### config.mk
export PLATFORM = sky130hd
export DESIGN_NAME = plic_target_ctrl_flat
export DESIGN_NICKNAME = d
export VERILOG_FILES = /design/src/rtl/plic_target_ctrl_if.sv /design/src/rtl/plic_target_ctrl.sv /design/src/flat_wrapper.sv
export SDC_FILE = /design/constraint.sdc
export NUM_CORES = 1
export LEC_CHECK = 0
export ABC_AREA = 1
export CORE_MARGIN = 2
export CORE_UTILIZATION = 42
export CTS_BUF_LIST = sky130_fd_sc_hd__clkbuf_4 sky130_fd_sc_hd__clkbuf_8
export CTS_CLUSTER_DIAMETER = 40
export CTS_CLUSTER_SIZE = 24
export DETAILED_ROUTE_END_ITERATION = 12
export PLACE_DENSITY_LB_ADDON = 0.05
export SYNTH_ARGS = -nofsm -noshare
export SYNTH_HDL_FRONTEND = slang
export SYNTH_SLANG_ARGS = --single-unit
### constraint.sdc
create_clock -name clk_i -period 37.8 [get_ports clk_i]
set_input_delay 7.56 -clock clk_i [delete_from_list [all_inputs] [get_ports clk_i]]
set_output_delay 7.56 -clock clk_i [all_outputs]
set_load 0.1 [all_outputs]
### src/rtl/plic_target_ctrl_if.sv
// Claim/complete handshake between the PLIC register file and one target
// controller. The register file is the master; the target controller is the slave.
interface plic_target_ctrl_if #(
  parameter int IdWidth = 5
);
  logic               claim_i;
  logic [IdWidth-1:0] claim_id_o;
  logic               complete_i;
  logic [IdWidth-1:0] complete_id_i;
  logic               irq_o;
  logic [IdWidth-1:0] irq_id_o;

  modport master (
    output claim_i,
    output complete_i,
    output complete_id_i,
    input  claim_id_o,
    input  irq_o,
    input  irq_id_o
  );

  modport slave (
    input  claim_i,
    input  complete_i,
    input  complete_id_i,
    output claim_id_o,
    output irq_o,
    output irq_id_o
  );
endinterface

### src/rtl/plic_target_ctrl.sv
// Per-target PLIC controller: interrupt gateways for every source,
// priority/threshold arbitration and the claim/complete handshake.
// Arbitration works on the next-state pending vector and is registered, so
// a claim in cycle t presents the next winner from cycle t+1.
module plic_target_ctrl #(
  parameter int NumSources  = 30,
  parameter int MaxPriority = 7,
  parameter int PrioWidth   = $clog2(MaxPriority + 1),
  parameter int IdWidth     = $clog2(NumSources + 1)
) (
  input  logic                                 clk_i,
  input  logic                                 rst_ni,
  input  logic [NumSources-1:0]                irq_src_i,
  input  logic [NumSources-1:0]                edge_i,
  input  logic [NumSources-1:0][PrioWidth-1:0] prio_i,
  input  logic [NumSources-1:0]                ie_i,
  input  logic [PrioWidth-1:0]                 threshold_i,
  output logic [NumSources-1:0]                pending_o,
  plic_target_ctrl_if.slave                    bus
);

  logic [NumSources-1:0] pending_q, pending_d;
  logic [NumSources-1:0] in_service_q, in_service_d;
  logic [NumSources-1:0] deferred_q, deferred_d;
  logic [NumSources-1:0] src_q;
  logic [IdWidth-1:0]    irq_id_q, irq_id_d;
  logic                  irq_q, irq_d;

  logic [NumSources-1:0] rise;
  logic [NumSources-1:0] claim_hit;
  logic [NumSources-1:0] complete_hit;
  logic [NumSources-1:0] busy;
  logic [PrioWidth-1:0]  best_prio;

  assign rise = irq_src_i & ~src_q;

  // Decode the claim and complete strobes into one-hot per-source hits.
  always_comb begin
    // NOTE: every signal written here gets a default first, so no path
    // leaves it unassigned and no latch is inferred.
    claim_hit    = '0;
    complete_hit = '0;
    for (int k = 0; k < NumSources; k++) begin
      claim_hit[k]    = bus.claim_i && (irq_id_q == IdWidth'(k + 1));
      complete_hit[k] = bus.complete_i && in_service_q[k] &&
                        (bus.complete_id_i == IdWidth'(k + 1));
    end
  end

  // Gateway next state: pending, in-service and deferred bits per source.
  always_comb begin
    // A source is busy if it stays in service through this cycle or is
    // being claimed right now; edges seen while busy go to deferred.
    busy         = (in_service_q & ~complete_hit) | claim_hit;
    in_service_d = busy;
    deferred_d   = (deferred_q & ~complete_hit) | (edge_i & rise & busy);
    pending_d    = (pending_q & ~claim_hit)
                 // Level re-pend waits for in_service to actually clear,
                 // so a completed level source re-pends one cycle later.
                 | (~edge_i & irq_src_i & ~in_service_q & ~claim_hit)
                 | (edge_i & rise & ~busy)
                 | (complete_hit & deferred_q);
  end

  // Pick the highest-priority enabled pending source; ties to lowest ID.
  always_comb begin
    best_prio = '0;
    irq_id_d  = '0;
    for (int k = 0; k < NumSources; k++) begin
      // Strict compare against a zero start excludes priority 0 and keeps
      // the lowest ID on ties.
      if (pending_d[k] && ie_i[k] && (prio_i[k] > best_prio)) begin
        best_prio = prio_i[k];
        irq_id_d  = IdWidth'(k + 1);
      end
    end
    irq_d = (best_prio > threshold_i);
  end

  // Register gateway state and the arbitration result; synchronous reset.
  always_ff @(posedge clk_i) begin
    if (!rst_ni) begin
      // NOTE: every state bit is reset here -- a reset must drop all
      // pending, in-service and deferred state, and src_q = 0 makes a line
      // already high at release count as a rising edge.
      pending_q    <= '0;
      in_service_q <= '0;
      deferred_q   <= '0;
      src_q        <= '0;
      irq_id_q     <= '0;
      irq_q        <= 1'b0;
    end else begin
      // NOTE: non-blocking assignments so every register samples the
      // values from before this edge, independent of statement order.
      pending_q    <= pending_d;
      in_service_q <= in_service_d;
      deferred_q   <= deferred_d;
      src_q        <= irq_src_i;
      irq_id_q     <= irq_id_d;
      irq_q        <= irq_d;
    end
  end

  assign pending_o      = pending_q;
  assign bus.irq_o      = irq_q;
  assign bus.irq_id_o   = irq_id_q;
  assign bus.claim_id_o = bus.claim_i ? irq_id_q : '0;

endmodule
### src/flat_wrapper.sv
// flat-port wrapper written by rule: the top's interface ports become plain ports
module plic_target_ctrl_flat 
#(
  parameter int NumSources  = 30,
  parameter int MaxPriority = 7,
  parameter int PrioWidth   = $clog2(MaxPriority + 1),
  parameter int IdWidth     = $clog2(NumSources + 1)
)
  (clk_i, rst_ni, irq_src_i, edge_i, prio_i, ie_i, threshold_i, pending_o, bus_claim_i, bus_complete_i, bus_complete_id_i, bus_claim_id_o, bus_irq_o, bus_irq_id_o);
  plic_target_ctrl_if #(.IdWidth(IdWidth)) bus_i ();
  input  logic clk_i;
  input  logic rst_ni;
  input  logic [NumSources-1:0] irq_src_i;
  input  logic [NumSources-1:0] edge_i;
  input  logic [NumSources-1:0][PrioWidth-1:0] prio_i;
  input  logic [NumSources-1:0] ie_i;
  input  logic [PrioWidth-1:0] threshold_i;
  output logic [NumSources-1:0] pending_o;
  input wire logic [$bits(bus_i.claim_i)-1:0] bus_claim_i;
  input wire logic [$bits(bus_i.complete_i)-1:0] bus_complete_i;
  input wire logic [$bits(bus_i.complete_id_i)-1:0] bus_complete_id_i;
  output wire logic [$bits(bus_i.claim_id_o)-1:0] bus_claim_id_o;
  output wire logic [$bits(bus_i.irq_o)-1:0] bus_irq_o;
  output wire logic [$bits(bus_i.irq_id_o)-1:0] bus_irq_id_o;
  assign bus_i.claim_i = bus_claim_i;
  assign bus_i.complete_i = bus_complete_i;
  assign bus_i.complete_id_i = bus_complete_id_i;
  assign bus_claim_id_o = bus_i.claim_id_o;
  assign bus_irq_o = bus_i.irq_o;
  assign bus_irq_id_o = bus_i.irq_id_o;
  plic_target_ctrl #(.NumSources(NumSources), .MaxPriority(MaxPriority), .PrioWidth(PrioWidth), .IdWidth(IdWidth)) u_core (.clk_i(clk_i), .rst_ni(rst_ni), .irq_src_i(irq_src_i), .edge_i(edge_i), .prio_i(prio_i), .ie_i(ie_i), .threshold_i(threshold_i), .pending_o(pending_o), .bus(bus_i));
endmodule
==> impl_metrics.env <==
export IMPL_outcome="finished clean"
export IMPL_crit_arrival_ns=36.41
export IMPL_async_reset_ff_frac=0
export IMPL_dp_hpwl_microns=24600
export IMPL_setup_worst_path_class="input port to flop"
export IMPL_p_int_mw=0.559
export IMPL_hold_class="flop to flop"
export IMPL_critical_path_top_delay_family="simple AND/OR/NAND/NOR gates"
export IMPL_gp_congestion=0.876
export IMPL_core_rowCount=55
export IMPL_start_util=0.425
export IMPL_clk_pin_slew_ns=0.07
export IMPL_synth_common_cells="nand2_1, inv_1, nand3_1"
export IMPL_cap_violations=0
export IMPL_clockPowerShare=0.098
export IMPL_crit_required_ns=38.15
export IMPL_cp_depth=233
export IMPL_coreArea_sq_mm=0.0225
export IMPL_fin_nets=2037
export IMPL_vias_per_cell=5.06
export IMPL_layout_drive_gt1_share=0.252
export IMPL_drc=0
export IMPL_p_per_area_mw_per_mm2=76.1
export IMPL_cts_buffer_depth=2
export IMPL_initialDrtViolationCount=671
export IMPL_synth_warnings=0
export IMPL_wl_microns=30800
export IMPL_ant_nets=0
export IMPL_p_sw_frac=0.478
export IMPL_seq_area_frac_synth=0.264
export IMPL_crit_slowest_cell="ha_1"
export IMPL_p_comb_frac=0.757
export IMPL_io_pins=233
export IMPL_setup_ws_ns=1.74
export IMPL_fp_dieW_microns=155
export IMPL_syn2layout_area_growth_pct=47.2
export IMPL_clock_sinks=126
export IMPL_endpoint_kind="flop"
export IMPL_p_seq_frac=0.145
export IMPL_synth_distinct_cells=46
export IMPL_worst_r2r_cell_count=233
export IMPL_grt_pass1_vias=9973
export IMPL_finalSetupViolations=0
export IMPL_path_buf_inv=15
export IMPL_p_sw_mw=0.512
export IMPL_synth_nets=1666
export IMPL_cp_slowest_stage_delay_ns=0.33
export IMPL_tightest_slew_ns=1.04
export IMPL_cts_tree="done"
export IMPL_ys_seq_elements=126
export IMPL_dp_slack_ns=-1.50
export IMPL_slew_viol_final=0
export IMPL_startpoint="bus_complete_id_i[2]"
export IMPL_grt_overflow_total=0
export IMPL_fmaxAchievable_mhz=27.7
export IMPL_synth_edf_count=0
export IMPL_utilization=0.625
export IMPL_vias=10600
export IMPL_ys_flop_type="dfxtp_1"
export IMPL_crit_end="u_core.bus.irq_o$_SDFF_PN0_"
export IMPL_vdd_drop_max_v=0.0000464
export IMPL_numCtsBuffers=17
export IMPL_period_minus_slack_ns=36.06
export IMPL_design_area_sq_mm=0.0141
export IMPL_ys_top_cells_by_area="dfxtp_1, nand2_1, inv_1"
export IMPL_grt_first_pass_wirelength_microns=47800
export IMPL_cpMostUsedCell="nand2_2"
export IMPL_grt_total_usage=0.248
export IMPL_finalClockSkew_ns=0.00955
export IMPL_relSlewSlack=0.302
export IMPL_hold_viol=0
export IMPL_ff2ff_setup_slack_ns=8.39
export IMPL_cts_hold_buffers=0
export IMPL_synth_cells=1429
export IMPL_r2r_end="u_core.bus.irq_o$_SDFF_PN0_"
export IMPL_port_buffers=232
export IMPL_worstSkewPairLatency_ns=0.44
export IMPL_avgSynthCellArea_sq_um=6.69
export IMPL_synth_most_common_cell="nand2_1"
export IMPL_die_h_microns=155
export IMPL_postPlaceCellArea_sq_mm=0.0130
export IMPL_yosysTopAreaCell="dfxtp_1"
export IMPL_dieArea_sq_mm=0.0240
export IMPL_cts_root_buf="clkbuf_8"
export IMPL_p_leak_nw=7.03
export IMPL_r2r_start="u_core.bus.irq_id_o[0]$_SDFF_PP0_"
export IMPL_worstPathMaxFanout=7
export IMPL_fill_cells=2136
export IMPL_period_share=0.954
export IMPL_synth_top_area_share=0.264
export IMPL_synth_area_sq_mm=0.00956
export IMPL_routedWlPerCell_microns=14.7
export IMPL_cts_htree_levels=4
export IMPL_worst_setup_path_start_kind="input port"
export IMPL_drt_first_pass_iters=5
export IMPL_grt_max_degree=78
export IMPL_grt_antenna_before_repair=3
export IMPL_min_path_cells=1
-- worst register-to-register path: cells and delay by family (launching register included) --
| kind | cells | cell delay [ns] |
|---|---|---|
| AND/OR/NAND/NOR | 144 | 15.01 |
| adder cells (fa/ha/maj) | 30 | 7.99 |
| AO/OA/AOI/OAI | 43 | 4.61 |
| buffers and inverters | 16 | 1.17 |
| flip-flops | 1 | 0.50 |
-- per-stage QoR --
| step | hold WS [ns] | setup TNS, ns | std cells | total power, mW |
|---|---|---|---|---|
| 3_5_place_dp | 0.484 | -6.57 | 2044 | 0.868 |
| 2_1_floorplan | 0.469 | 0 | 1429 | 0.638 |
| 4_1_cts | 0.502 | 0 | 2076 | 0.977 |
| 6_report | 0.496 | 0 | 2099 | 1.07 |
| 5_1_grt | 0.514 | -0.494 | 2099 | 1.17 |
| 3_3_place_gp | 0.476 | -1.76 | 2044 | 0.858 |
-- logic make-up (layout without fill, tap and decap cells) --
| kind of cell | count (synthesis) | count (layout) | share of synthesized area |
|---|---|---|---|
| adder cells (fa/ha/maj) | 45 | 45 | 0.0589 |
| AO/OA/AOI/OAI | 189 | 189 | 0.137 |
| AND/OR/NAND/NOR | 812 | 812 | 0.437 |
| buffers and inverters | 257 | 641 | 0.103 |
| flip-flops | 126 | 126 | 0.264 |
| other | 0 | 1 | 0 |
-- routing by layer --
layer / part of all wire / global-route usage / vias to the layer above / routed length [microns]
li1: - / - / 5491 / -
met1: 0.43 / 0.306 / 4787 / 13400
met2: 0.48 / 0.430 / 288 / 14700
met3: 0.064 / 0.0565 / 45 / 1960
met4: 0.024 / 0.0802 / 2 / 745
met5: 0.00036 / 0 / - / 11
-- flip-flops by register name (all words and copies together), names as in the netlist --
signal	flops
u_core.deferred_q	30
u_core.src_q	30
u_core.bus.irq_id_o	5
u_core.pending_o	30
u_core.bus.irq_o	1
u_core.in_service_q	30
-- placed cells by master, fill, tap and decap left out, types with 8 or more instances in the layout --
cell,n
nor2_1,108
o21ai_2,23
ha_4,8
buf_4,138
clkdlybuf4s50_1,222
or2_2,12
o21ai_0,8
a32o_1,30
nand2_4,31
a22oi_1,17
dfxtp_1,126
o21ai_1,17
a21oi_1,27
nor3b_1,27
nand3_2,46
nand2_1,313
inv_2,34
inv_1,202
nand4_1,31
nand2_2,72
ha_1,37
dlymetal6s2s_1,9
nand3_1,127
clkbuf_8,20
o22ai_1,24
-- power groups by stage --
stage	registers [mW]	logic [mW]	clock network, mW
after floorplan	0.201	0.437	0
after global placement	0.158	0.700	0
after detailed placement	0.158	0.710	0
after CTS	0.155	0.716	0.107
after global routing	0.156	0.899	0.113
final	0.155	0.811	0.105
-- worst min-delay path by stage --
stage	from	endpoint	slack, ns
after floorplan	u_core.deferred_q[11]$_SDFF_PN0_	u_core.deferred_q[11]$_SDFF_PN0_	0.47
after global placement	u_core.deferred_q[7]$_SDFF_PN0_	u_core.deferred_q[7]$_SDFF_PN0_	0.48
after detailed placement	u_core.deferred_q[5]$_SDFF_PN0_	u_core.deferred_q[5]$_SDFF_PN0_	0.48
after CTS	u_core.deferred_q[5]$_SDFF_PN0_	u_core.deferred_q[5]$_SDFF_PN0_	0.50
after global routing	u_core.deferred_q[4]$_SDFF_PN0_	u_core.deferred_q[4]$_SDFF_PN0_	0.51
final	u_core.deferred_q[18]$_SDFF_PN0_	u_core.deferred_q[18]$_SDFF_PN0_	0.50
-- repair_timing --
item / 4_1_cts / 5_1_grt
setup buffers: 0 / 22
endpoints found under the setup margin: 6 / 6
pin swaps: 0 / 74
gates resized for setup: 16 / 138
-- final cells by class --
cell class                 count  area [sq um]  share of cell area
multi-input combinational   1046          6560               0.466
timing repair buffer         371          3390               0.241
sequential                   126          2520               0.179
inverter                     238           896              0.0637
tap                          285           357              0.0253
clock buffer                  25           313              0.0222
clock inverter                 7          37.5             0.00267
antenna                        1          2.50            0.000178
(Power assumes the default switching activity.)
